## src/rtl/ysyx_23060075_lut_cam.sv

```systemverilog
// ysyx_23060075_lut_cam
// Writable key->data lookup table with a registered, one-deep response.
// Entries are (key, data, valid). Lookups see the table as it will be after
// this cycle's inv_all/write, and resolve multiple hits to the lowest index.
//
// Handshake: a transfer happens on a channel when valid and ready are both
// high at a rising edge. A producer holds valid and its payload stable until
// accepted. req_ready depends only on the response register and rsp_ready,
// so the only combinational path through the block is rsp_ready -> req_ready.
// rsp_* payload is stable while rsp_valid & !rsp_ready.

module ysyx_23060075_lut_cam #(
   parameter int NR_KEY   = 4,
   parameter int KEY_LEN  = 8,
   parameter int DATA_LEN = 32,
   localparam int IDX_LEN = (NR_KEY > 1) ? $clog2(NR_KEY) : 1
) (
   input  logic                clk,
   input  logic                rst,
   input  logic                wr_en,
   input  logic [IDX_LEN-1:0]  wr_idx,
   input  logic [KEY_LEN-1:0]  wr_key,
   input  logic [DATA_LEN-1:0] wr_data,
   input  logic                inv_all,
   input  logic [DATA_LEN-1:0] dflt,
   input  logic                req_valid,
   output logic                req_ready,
   input  logic [KEY_LEN-1:0]  req_key,
   output logic                rsp_valid,
   input  logic                rsp_ready,
   output logic [DATA_LEN-1:0] rsp_data,
   output logic                rsp_hit,
   output logic [IDX_LEN-1:0]  rsp_idx
);

   // Table storage
   logic [NR_KEY-1:0][KEY_LEN-1:0]  key_q,   key_d;
   logic [NR_KEY-1:0][DATA_LEN-1:0] data_q,  data_d;
   logic [NR_KEY-1:0]               valid_q, valid_d;

   // Response register
   logic                rsp_valid_q, rsp_valid_d;
   logic                rsp_hit_q,   rsp_hit_d;
   logic [IDX_LEN-1:0]  rsp_idx_q,   rsp_idx_d;
   logic [DATA_LEN-1:0] rsp_data_q,  rsp_data_d;

   // Lookup result against the post-update table
   logic                lk_hit;
   logic [IDX_LEN-1:0]  lk_idx;
   logic [DATA_LEN-1:0] lk_data;

   logic fire;

   assign req_ready = !rsp_valid_q || rsp_ready;
   assign fire      = req_valid && req_ready;

   // Next table state: invalidate first, then the write (out-of-range index matches no entry)
   always_comb begin
      key_d   = key_q;
      data_d  = data_q;
      valid_d = valid_q;
      if (inv_all) begin
         valid_d = '0;
      end
      for (int i = 0; i < NR_KEY; i++) begin
         if (wr_en && (wr_idx == IDX_LEN'(i))) begin
            key_d[i]   = wr_key;
            data_d[i]  = wr_data;
            valid_d[i] = 1'b1;
         end
      end
   end

   // Priority match on the bypassed table: first matching entry wins
   always_comb begin
      lk_hit  = 1'b0;
      lk_idx  = '0;
      lk_data = dflt;
      for (int i = 0; i < NR_KEY; i++) begin
         if (!lk_hit && valid_d[i] && (key_d[i] == req_key)) begin
            lk_hit  = 1'b1;
            lk_idx  = IDX_LEN'(i);
            lk_data = data_d[i];
         end
      end
   end

   // Response next state: load on fire, drain on consume, otherwise hold
   always_comb begin
      rsp_valid_d = rsp_valid_q;
      rsp_hit_d   = rsp_hit_q;
      rsp_idx_d   = rsp_idx_q;
      rsp_data_d  = rsp_data_q;
      if (fire) begin
         rsp_valid_d = 1'b1;
         rsp_hit_d   = lk_hit;
         rsp_idx_d   = lk_idx;
         rsp_data_d  = lk_data;
      end else if (rsp_ready) begin
         rsp_valid_d = 1'b0;
      end
   end

   // Table registers, cleared by reset
   always_ff @(posedge clk or posedge rst) begin
      if (rst) begin
         key_q   <= '0;
         data_q  <= '0;
         valid_q <= '0;
      end else begin
         key_q   <= key_d;
         data_q  <= data_d;
         valid_q <= valid_d;
      end
   end

   // Response registers; reset discards any pending response
   always_ff @(posedge clk or posedge rst) begin
      if (rst) begin
         rsp_valid_q <= 1'b0;
         rsp_hit_q   <= 1'b0;
         rsp_idx_q   <= '0;
         rsp_data_q  <= '0;
      end else begin
         rsp_valid_q <= rsp_valid_d;
         rsp_hit_q   <= rsp_hit_d;
         rsp_idx_q   <= rsp_idx_d;
         rsp_data_q  <= rsp_data_d;
      end
   end

   assign rsp_valid = rsp_valid_q;
   assign rsp_hit   = rsp_hit_q;
   assign rsp_idx   = rsp_idx_q;
   assign rsp_data  = rsp_data_q;

endmodule
```

## config.mk

```make
export PLATFORM = sky130hd
export DESIGN_NAME = ysyx_23060075_lut_cam
export DESIGN_NICKNAME = d
export VERILOG_FILES = /design/src/rtl/ysyx_23060075_lut_cam.sv
export SDC_FILE = /design/constraint.sdc
export NUM_CORES = 1
export LEC_CHECK = 0
export ABC_CLOCK_PERIOD_IN_PS = 7400
export CORE_ASPECT_RATIO = 1.2
export CORE_MARGIN = 3
export CORE_UTILIZATION = 50
export DETAILED_ROUTE_END_ITERATION = 8
export PLACE_DENSITY_LB_ADDON = 0.25
export SETUP_SLACK_MARGIN = 0.05
export SLEW_MARGIN = 30
export SYNTH_ARGS = -nofsm -noshare
export SYNTH_HDL_FRONTEND = slang
export SYNTH_SLANG_ARGS = --single-unit
```

## constraint.sdc

```tcl
create_clock -name clk -period 7.4 [get_ports clk]
set_clock_uncertainty 0.2 [all_clocks]
set_input_delay 2.22 -clock clk [delete_from_list [all_inputs] [get_ports clk]]
set_output_delay 2.22 -clock clk [all_outputs]
set_load 0.02 [all_outputs]
```

# Yosys cells after proc, flatten, opt, wreduce, memory -nomap -nowiden
# Index checks and enable logic that the tools add are counted.
# op_classes
n_addsub	0
multipliers	0
div_mod_pow	0
order_cmp	0
n_eq_ne	7
n_shift	0
muxes	26
bitwise_logic	0
reduce_logical	19
# ops
op	n
$mux W32	8
$eq A8 B8 Y1	4
$mux W8	4
$logic_and A1 B1 Y1	12
$mux W1	11
$eq A2 B2 Y1 const B	2
$logic_not A1 Y1	4
$mux W2	2
$mux W4	1
$eq A2 B1 Y1 const B	1
$logic_not A2 Y1	1
$reduce_bool A2 Y1	1
$logic_or A1 B1 Y1	1
# totals
reg_bits	200
latchBits	0
mem_bits_rw	0
rom_bits	0
out_inout_bits	37
wordCells	65
n_memories	0

# Logic depth before layout (Yosys ltp)
# Gate-level depths: netlist of the first run.
# logic_depth
word_depth	18
depth_mapped	12
mapped_depth_nobuf	9

# Least setup slack after synthesis of the first run
# Ideal clock, no wire load.
# synth_path
path_type	input -> output
from	in rsp_ready
to	out req_ready
t_arrival_ns	2.463
required_time_ns	4.980
path_slack_ns	2.517
stages	1
path_cell_list	nand2b_1
# synth_between
elab_chain_len	1
# synth_rtl
item	line	rtl
from (decl)	30	input logic rsp_ready,
$logic_or A1 B1 Y1	54	assign req_ready = !rsp_valid_q || rsp_ready;
to (decl)	27	output logic req_ready,
# No other way between the ends.

# Final worst setup path of the first run
# layout_path
from	in wr_idx[1]
to	reg rsp_data_q[27] (netlist: rsp_data[27])
# layout_between
elab_chain_len	18
word_cells_on_any_way	41
classes_between	eq/ne (7); mux (19); reduce/logical (15)
# layout_rtl
item	line	rtl
from (decl)	21	input logic [IDX_LEN-1:0] wr_idx,
$logic_not A2 Y1	66	if (wr_en && (wr_idx == IDX_LEN'(i))) begin
$logic_and A1 B1 Y1	66	
$mux W8	66	
$eq A8 B8 Y1	80	if (!lk_hit && valid_d[i] && (key_d[i] == req_key)) begin
$logic_and A1 B1 Y1	80	
$mux W1	80	
$logic_not A1 Y1	80	
$logic_and A1 B1 Y1 (2 in series)	80	
$mux W1	80	
$logic_not A1 Y1	80	
$logic_and A1 B1 Y1 (2 in series)	80	
$mux W1	80	
$logic_not A1 Y1	80	
$logic_and A1 B1 Y1 (2 in series)	80	
$mux W32 (*)	80	
to (signal assigned)	128	rsp_data_q <= rsp_data_d;
to (decl)	45	logic [DATA_LEN-1:0] rsp_data_q, rsp_data_d;
# Mark *: on every way between the ends. The rest lies on a longest branch, timed or not.
# A chain may end at the register's enable or synchronous reset.

==> out/metrics.csv, run 1 <==
stage;metric;value;unit
global_route;grt_use_met1;32.2;%
setup_path;timing.critical_path.fanout_max;44;
job;drv_cap;0;
clock_network;cts-hold-fix-buffers;0;
synthesis;number_of_enable_type_register_cells_in_the_synthesized_netlist;0;
sta;relSlewSlack;36.1;%
clock_network;clock_tree_from_tritoncts;yes;
finish;postLayoutCellArea;0.0115;mm2
global_route;globalRoute.busiestLayer;met2;
finish;antenna_cells_inserted;0;
die;die_height;158;um
setup_path;crit_path_start_kind;input port;
drt;detail_route.drc_violations;0;
die;die_area;0.0210;mm2
sta;setup_total_negative_slack;0;ns
global_route;grt_start_max_net_pins;136;
setup_path;setup.worst_path.end_class;flip-flop;
global_route;wire_length_of_the_first_global_routing_pass;39500;um
finish;synthToLayoutAreaGrowth;19.9;%
synthesis;ys_seq_area_share;51.9;%
die;placeableCoreArea;0.0189;mm2
drt;finalWirelength;24800;um
setup_path;setup_slack_on_the_worst_flop_to_flop_path;4.01;ns
synthesis;synthesis.yosys.warnings;0;
clock_network;ctsResizeCount;0;
clock_network;cts.path.max_buffers;2;
setup_path;path_buf_inv;1;
drt;drtIter0Drc;574;
synthesis;synth.lib_cells_used.distinct;61;
placed_design;detailed_place.area;0.0110;mm2
synthesis;cells_after_synth;957;
die;ios;125;
sta;final_max_slew_viol_count;0;
setup_path;critical_path_arrival;6.21;ns
clock_network;worst_skew_pair.late_latency;0.43;ns
clock_network;clk_pin_slew;0.06;ns
synthesis;synthesis.area;0.00964;mm2
synthesis;yosys_register_bits;200;
finish;design.final.nets;1135;
hold_path;holdCritStartpoint;data_q[2]$_DFF_PP0_;
synthesis;synth.net_count;1045;
die;num_rows;55;
global_route;grtUsageTotal;24.0;%
setup_path;crit_required;7.55;ns
placed_design;port_buffers;124;
setup_path;reg2regPathDepth;9;
sta;layout_min_cycle_time;6.06;ns
finish;register_area;0.00500;mm2
power;pwr_per_cell_area;240;mW/mm2
sta;final_min_period_over_clock_period;81.9;%
clock_network;cts.sinks;200;
hold_path;endpoint_of_the_worst_hold_timing_path;data_q[2]$_DFF_PP0_;
power;p_leak;5.06;nW
global_route;antenna_found_initial;0;
drt;wire_per_inst;18.9;um
drt;route.detailed.vias_per_inst;5.66;
hold_path;worst_min_delay_path_class;flip-flop to flip-flop;
setup_path;critPathMostFrequentCell;sky130_fd_sc_hd__a21oi_1;
placed_design;globalplace.congestion;0.878;
setup_path;path_delay_family;simple AND/OR/NAND/NOR gates;
drt;vias;7444;
power;power.ir.vdd_worst;0.199;mV
die;start_util;50.9;%
synthesis;synthesis.area_per_instance;10.1;um2
sta;rsz0062_at_grt;no;
clock_network;cts_made_buffers;17;
drt;drtAntennaViolNets;0;
sta;max_freq;165;MHz
global_route;grt_remaining_overflow;0;
setup_path;critical_path.cell_chain;clkdlybuf4s50_1 > and3b_2 > nor4_1 > o221ai_1 > a211oi_2 > or3_2 > nor2_8 > a21oi_1 > a21oi_1;
sta;finalHoldViolCount;0;
synthesis;synthArstFlopShare;100;%
sta;tightest_pin_transition;0.958;ns
outcome;status;completed;
placed_design;hpwl;15600;um
finish;finalCoreUtilization;61.0;%
clock_network;cts_htree_levels;4;
setup_path;critical_path.reg2reg.startpoint;key_q[0]$_DFF_PP0_;
finish;drive_gt1_share;19.0;%
clock_network;post-cts-setup-buffers;0;
setup_path;crit_slowest_cell;sky130_fd_sc_hd__and3b_2;
finish;layout.filler_cells;1616;
hold_path;hold_path_depth;2;
global_route;grt_util_met2;40.3;%
synthesis;synthFlopType;sky130_fd_sc_hd__dfrtp_1;
setup_path;critical_path.max_stage_delay;0.86;ns
sta;timing.final.setup_violations;0;
drt;drt_pass1_iterations;5;
setup_path;worstReg2RegEnd;rsp_data[27]$_DFFE_PP0P_;
die;die_width;133;um
global_route;vias_in_the_first_global_route;7492;
setup_path;criticalPathCategory;input port to flip-flop;
finish;multi_input_combinational_cell_area;0.00423;mm2
global_route;globalRouteMet3Util;4.07;%
clock_network;clk_root_buffer_cell;sky130_fd_sc_hd__clkbuf_16;
==> worst min-delay path, stage by stage, from the launching register on <==
cell,delay [ns]
sky130_fd_sc_hd__dfrtp_1,0.32
sky130_fd_sc_hd__nand2_1,0.06
sky130_fd_sc_hd__nand2_1,0.06
==> synth_stat cells (3+ instances only) <==
library cell,count,area (um2)
sky130_fd_sc_hd__buf_2,14,70.1
sky130_fd_sc_hd__or3_1,3,18.8
sky130_fd_sc_hd__a21oi_1,59,295
sky130_fd_sc_hd__nor2b_1,10,62.6
sky130_fd_sc_hd__o21a_1,30,225
sky130_fd_sc_hd__buf_6,10,113
sky130_fd_sc_hd__xor2_1,5,43.8
sky130_fd_sc_hd__a21oi_2,38,333
sky130_fd_sc_hd__nand2b_1,11,68.8
sky130_fd_sc_hd__mux2_2,74,833
sky130_fd_sc_hd__dfrtp_1,200,5000
sky130_fd_sc_hd__a222oi_1,3,30.0
sky130_fd_sc_hd__o221a_2,28,315
sky130_fd_sc_hd__o31ai_1,3,22.5
sky130_fd_sc_hd__and2_1,5,31.3
sky130_fd_sc_hd__o211ai_1,6,45.0
sky130_fd_sc_hd__o21ai_0,12,60.1
sky130_fd_sc_hd__mux2i_1,5,50.1
sky130_fd_sc_hd__nor3_1,3,15.0
sky130_fd_sc_hd__inv_1,20,75.1
sky130_fd_sc_hd__nor2_1,43,161
sky130_fd_sc_hd__or2_1,3,18.8
sky130_fd_sc_hd__clkbuf_1,28,105
sky130_fd_sc_hd__nand4_1,3,18.8
sky130_fd_sc_hd__buf_1,11,41.3
sky130_fd_sc_hd__o21ai_1,32,160
sky130_fd_sc_hd__a211oi_1,5,37.5
sky130_fd_sc_hd__nand2_1,234,878
sky130_fd_sc_hd__nand3_1,4,20.0
sky130_fd_sc_hd__xnor2_1,12,105
==> cells by family (layout without fill, tap and decap cells) <==
| group | after synthesis | count (layout) | share of synthesized area [%] |
|---|---|---|---|
| compound gates | 239 | 239 | 18.0 |
| xor+xnor | 17 | 17 | 1.55 |
| buf+inv | 87 | 189 | 4.43 |
| flops | 200 | 200 | 51.9 |
| mux | 80 | 80 | 9.32 |
| simple gates | 334 | 334 | 14.8 |
==> layout by cell type (no fill, tap or decap), drive strengths merged, types with 12 or more instances in the layout <==
cell / n
nand2: 234
dfrtp: 200
clkdlybuf4s50: 124
a21oi: 97
mux2: 75
nor2: 45
o21ai: 44
o21a: 30
o221a: 30
clkbuf: 24
inv: 21
xnor2: 12
buf: 12
==> worst max path at each step <==
stage,startpoint,to,depth (start not counted),slack (ns)
2_1_floorplan,rst,data_q[0]$_DFF_PP0_,1,2.39
3_3_place_gp,wr_idx[1],rsp_data[19]$_DFFE_PP0P_,9,0.99
3_5_place_dp,wr_idx[1],rsp_data[27]$_DFFE_PP0P_,9,0.92
4_1_cts,wr_idx[1],rsp_data[27]$_DFFE_PP0P_,9,1.37
5_1_grt,wr_idx[1],rsp_data[21]$_DFFE_PP0P_,9,1.12
6_report,wr_idx[1],rsp_data[27]$_DFFE_PP0P_,9,1.34
==> report_power, final <==
group          internal (mW)  switching [mW]
clock network          0.507           0.397
registers               1.27          0.0647
logic                  0.246           0.286
==> cell type report <==
class | instances | share of cell area (%)
flip-flops and latches | 200 | 43.3
multi-input cells | 670 | 36.6
repair buffers | 136 | 11.6
clock buffers | 24 | 4.34
well taps | 256 | 2.77
inverters | 22 | 0.747
clock inverters | 7 | 0.574
==> flip-flops by register name, summed over array words and instances (netlist names) <==
name and cells:
rsp_data 32, data_q 128, rsp_valid 1, valid_q 4
rsp_hit 1, key_q 32, rsp_idx 2
==> metal layers <==
metal  routed length [um]  share of wire (%)
met2                12200                 49
met4                  516                2.1
met5                    0                  0
met1                10900                 44
met3                 1220                4.9
==> per-stage QoR <==
stage | power (mW) | hold WS (ns) | instances | worst slack [ns]
floorplan | 1.68 | 0.239 | 957 | 2.39
global placement | 1.87 | 0.251 | 1284 | 0.994
CTS | 2.79 | 0.273 | 1315 | 1.37
finish | 2.77 | 0.271 | 1315 | 1.34
detailed placement | 1.89 | 0.258 | 1284 | 0.918
global route | 2.90 | 0.286 | 1315 | 1.12
(Power assumes the default switching activity.)
==> run 2, diff against run 1 <==
Settings changed: ABC_CLOCK_PERIOD_IN_PS 7400 to 6340.
Clock period 7.4 ns to 6.34 ns, I/O delays scaled along.
==> run 2 against run 1 <==
  * Non-clock buffer count increased by 12
  * Power increased by 17%
  * Critical path type is now input port to primary output
  * Global-route usage increased by 0.64 points
==> out/metrics.csv, run 2 (synthesis gave the netlist of run 1 again) <==
stage;metric;value;unit
placed_design;port_buffers;124;
global_route;vias_in_the_first_global_route;7532;
sta;setup_total_negative_slack;0;ns
clock_network;post-cts-setup-buffers;0;
global_route;antenna_found_initial;0;
setup_path;setup.worst_path.start;rsp_ready;
sta;finalHoldViolCount;0;
hold_path;endpoint_of_the_worst_hold_timing_path;data_q[4]$_DFF_PP0_;
setup_path;crit_required;4.24;ns
global_route;grt_remaining_overflow;0;
die;die_height;158;um
finish;finalCoreUtilization;61.7;%
clock_network;clk_root_buffer_cell;sky130_fd_sc_hd__clkbuf_16;
drt;detail_route.drc_violations;0;
clock_network;worst_skew_pair.late_latency;0.43;ns
setup_path;timing.critical_path.fanout_max;4;
finish;most_frequent_cells_in_the_layout;sky130_fd_sc_hd__nand2_1, sky130_fd_sc_hd__dfrtp_1, sky130_fd_sc_hd__clkdlybuf4s50_1;
drt;wire_per_inst;19.1;um
drt;drtIter0Drc;702;
setup_path;setup_slack_on_the_worst_flop_to_flop_path;3.16;ns
power;pwr_per_cell_area;277;mW/mm2
outcome;status;completed;
finish;synthToLayoutAreaGrowth;21.1;%
finish;max_flop_register;data_q;
drt;finalWirelength;25400;um
setup_path;setup.worst_path.end_class;primary output;
die;placeableCoreArea;0.0189;mm2
finish;antenna_cells_inserted;0;
drt;drtAntennaViolNets;0;
sta;final_min_period_over_clock_period;82.9;%
finish;design.final.nets;1147;
sta;max_freq;190;MHz
sta;relSlewSlack;39.7;%
clock_network;cts_made_buffers;17;
sta;rsz0062_at_grt;no;
power;power.ir.vdd_worst;0.196;mV
placed_design;globalplace.congestion;0.948;
die;die_width;133;um
setup_path;critical_path.reg2reg.startpoint;key_q[18]$_DFF_PP0_;
clock_network;cts_htree_levels;4;
finish;multi_input_combinational_cell_area;0.00422;mm2
drt;route.detailed.vias_per_inst;5.65;
sta;final_max_slew_viol_count;0;
clock_network;cts-hold-fix-buffers;0;
power;power;3.23;mW
clock_network;cts.sinks;200;
hold_path;holdCritStartpoint;data_q[4]$_DFF_PP0_;
setup_path;crit_path_start_kind;input port;
sta;timing.final.setup_violations;0;
setup_path;criticalPathCategory;input port to primary output;
clock_network;cts.path.max_buffers;2;
sta;final.hold.worst_slack;0.270;ns
hold_path;worst_min_delay_path_class;flip-flop to flip-flop;
finish;register_area;0.00500;mm2
clock_network;clock_tree_from_tritoncts;yes;
setup_path;critical_path_arrival;3.15;ns
die;die_area;0.0210;mm2
die;num_rows;55;
finish;drive_gt1_share;20.1;%
drt;vias;7506;
global_route;grtUsageTotal;24.6;%
die;start_util;50.9;%
sta;tightest_pin_transition;0.905;ns
finish;final_common_cell;sky130_fd_sc_hd__nand2_1;
global_route;wire_length_of_the_first_global_routing_pass;40600;um
job;drv_cap;0;
finish;layout.filler_cells;1596;
drt;drt_pass1_iterations;5;
clock_network;clk_pin_slew;0.07;ns
clock_network;ctsResizeCount;0;
die;ios;125;
placed_design;hpwl;16100;um
power;p_leak;5.13;nW
global_route;grt_start_max_net_pins;173;
sta;layout_min_cycle_time;5.25;ns
hold_path;hold_path_depth;2;
setup_path;reg2regPathDepth;10;
setup_path;worstReg2RegEnd;rsp_data[19]$_DFFE_PP0P_;
finish;largest_reg_flops;128;
-- run 2: cell count changes in the layout (fill, tap and decap cells not counted), moves of 2 or more --
cell,before,now
sky130_fd_sc_hd__clkbuf_8,5,3
sky130_fd_sc_hd__clkinvlp_4,2,4
sky130_fd_sc_hd__clkinv_2,4,6
sky130_fd_sc_hd__clkbuf_1,2,0
sky130_fd_sc_hd__buf_4,11,21
-- run 2: cell type report --
class                      count  area share, %
multi-input combinational    670           36.2
inverter                      22          0.740
sequential                   200           42.9
tap                          256           2.75
clock buffer                  20           4.00
clock inverter                12          0.858
timing repair buffer         148           12.6
-- run 2: per-stage QoR --
stage | setup WS, ns | cells | area (um2)
5_1_grt | 1.04 | 1328 | 11700
3_3_place_gp | 0.744 | 1295 | 11100
3_5_place_dp | 0.810 | 1295 | 11100
4_1_cts | 1.07 | 1327 | 11600
2_1_floorplan | 1.65 | 957 | 9640
6_report | 1.09 | 1328 | 11700
-- run 2: worst max-delay path, cell delays in order --
cell,delay [ns]
sky130_fd_sc_hd__clkdlybuf4s50_1,0.45
sky130_fd_sc_hd__nand2b_1,0.17
sky130_fd_sc_hd__clkdlybuf4s50_1,0.63
-- run 2: how the worst max path moves through the flow --
stage	end	cells past startpoint
final	req_ready	3
after global routing	req_ready	3
after CTS	req_ready	3
after detailed placement	rsp_data[0]$_DFFE_PP0P_	11
after global placement	rsp_data[25]$_DFFE_PP0P_	10
after floorplan	data_q[0]$_DFF_PP0_	1
-- run 2: layer usage --
metal,part of all wire (%),global-route usage [%],vias to the layer above
met5,0,0,-
met4,2.0,6.53,0
met3,5.1,4.32,46
met2,49,41.8,232
met1,44,33.1,3728
li1,-,-,3500
-- run 2: power by group --
part	switching [mW]	internal, mW
Sequential	0.0759	1.48
Clock	0.477	0.570
Combinational	0.337	0.292
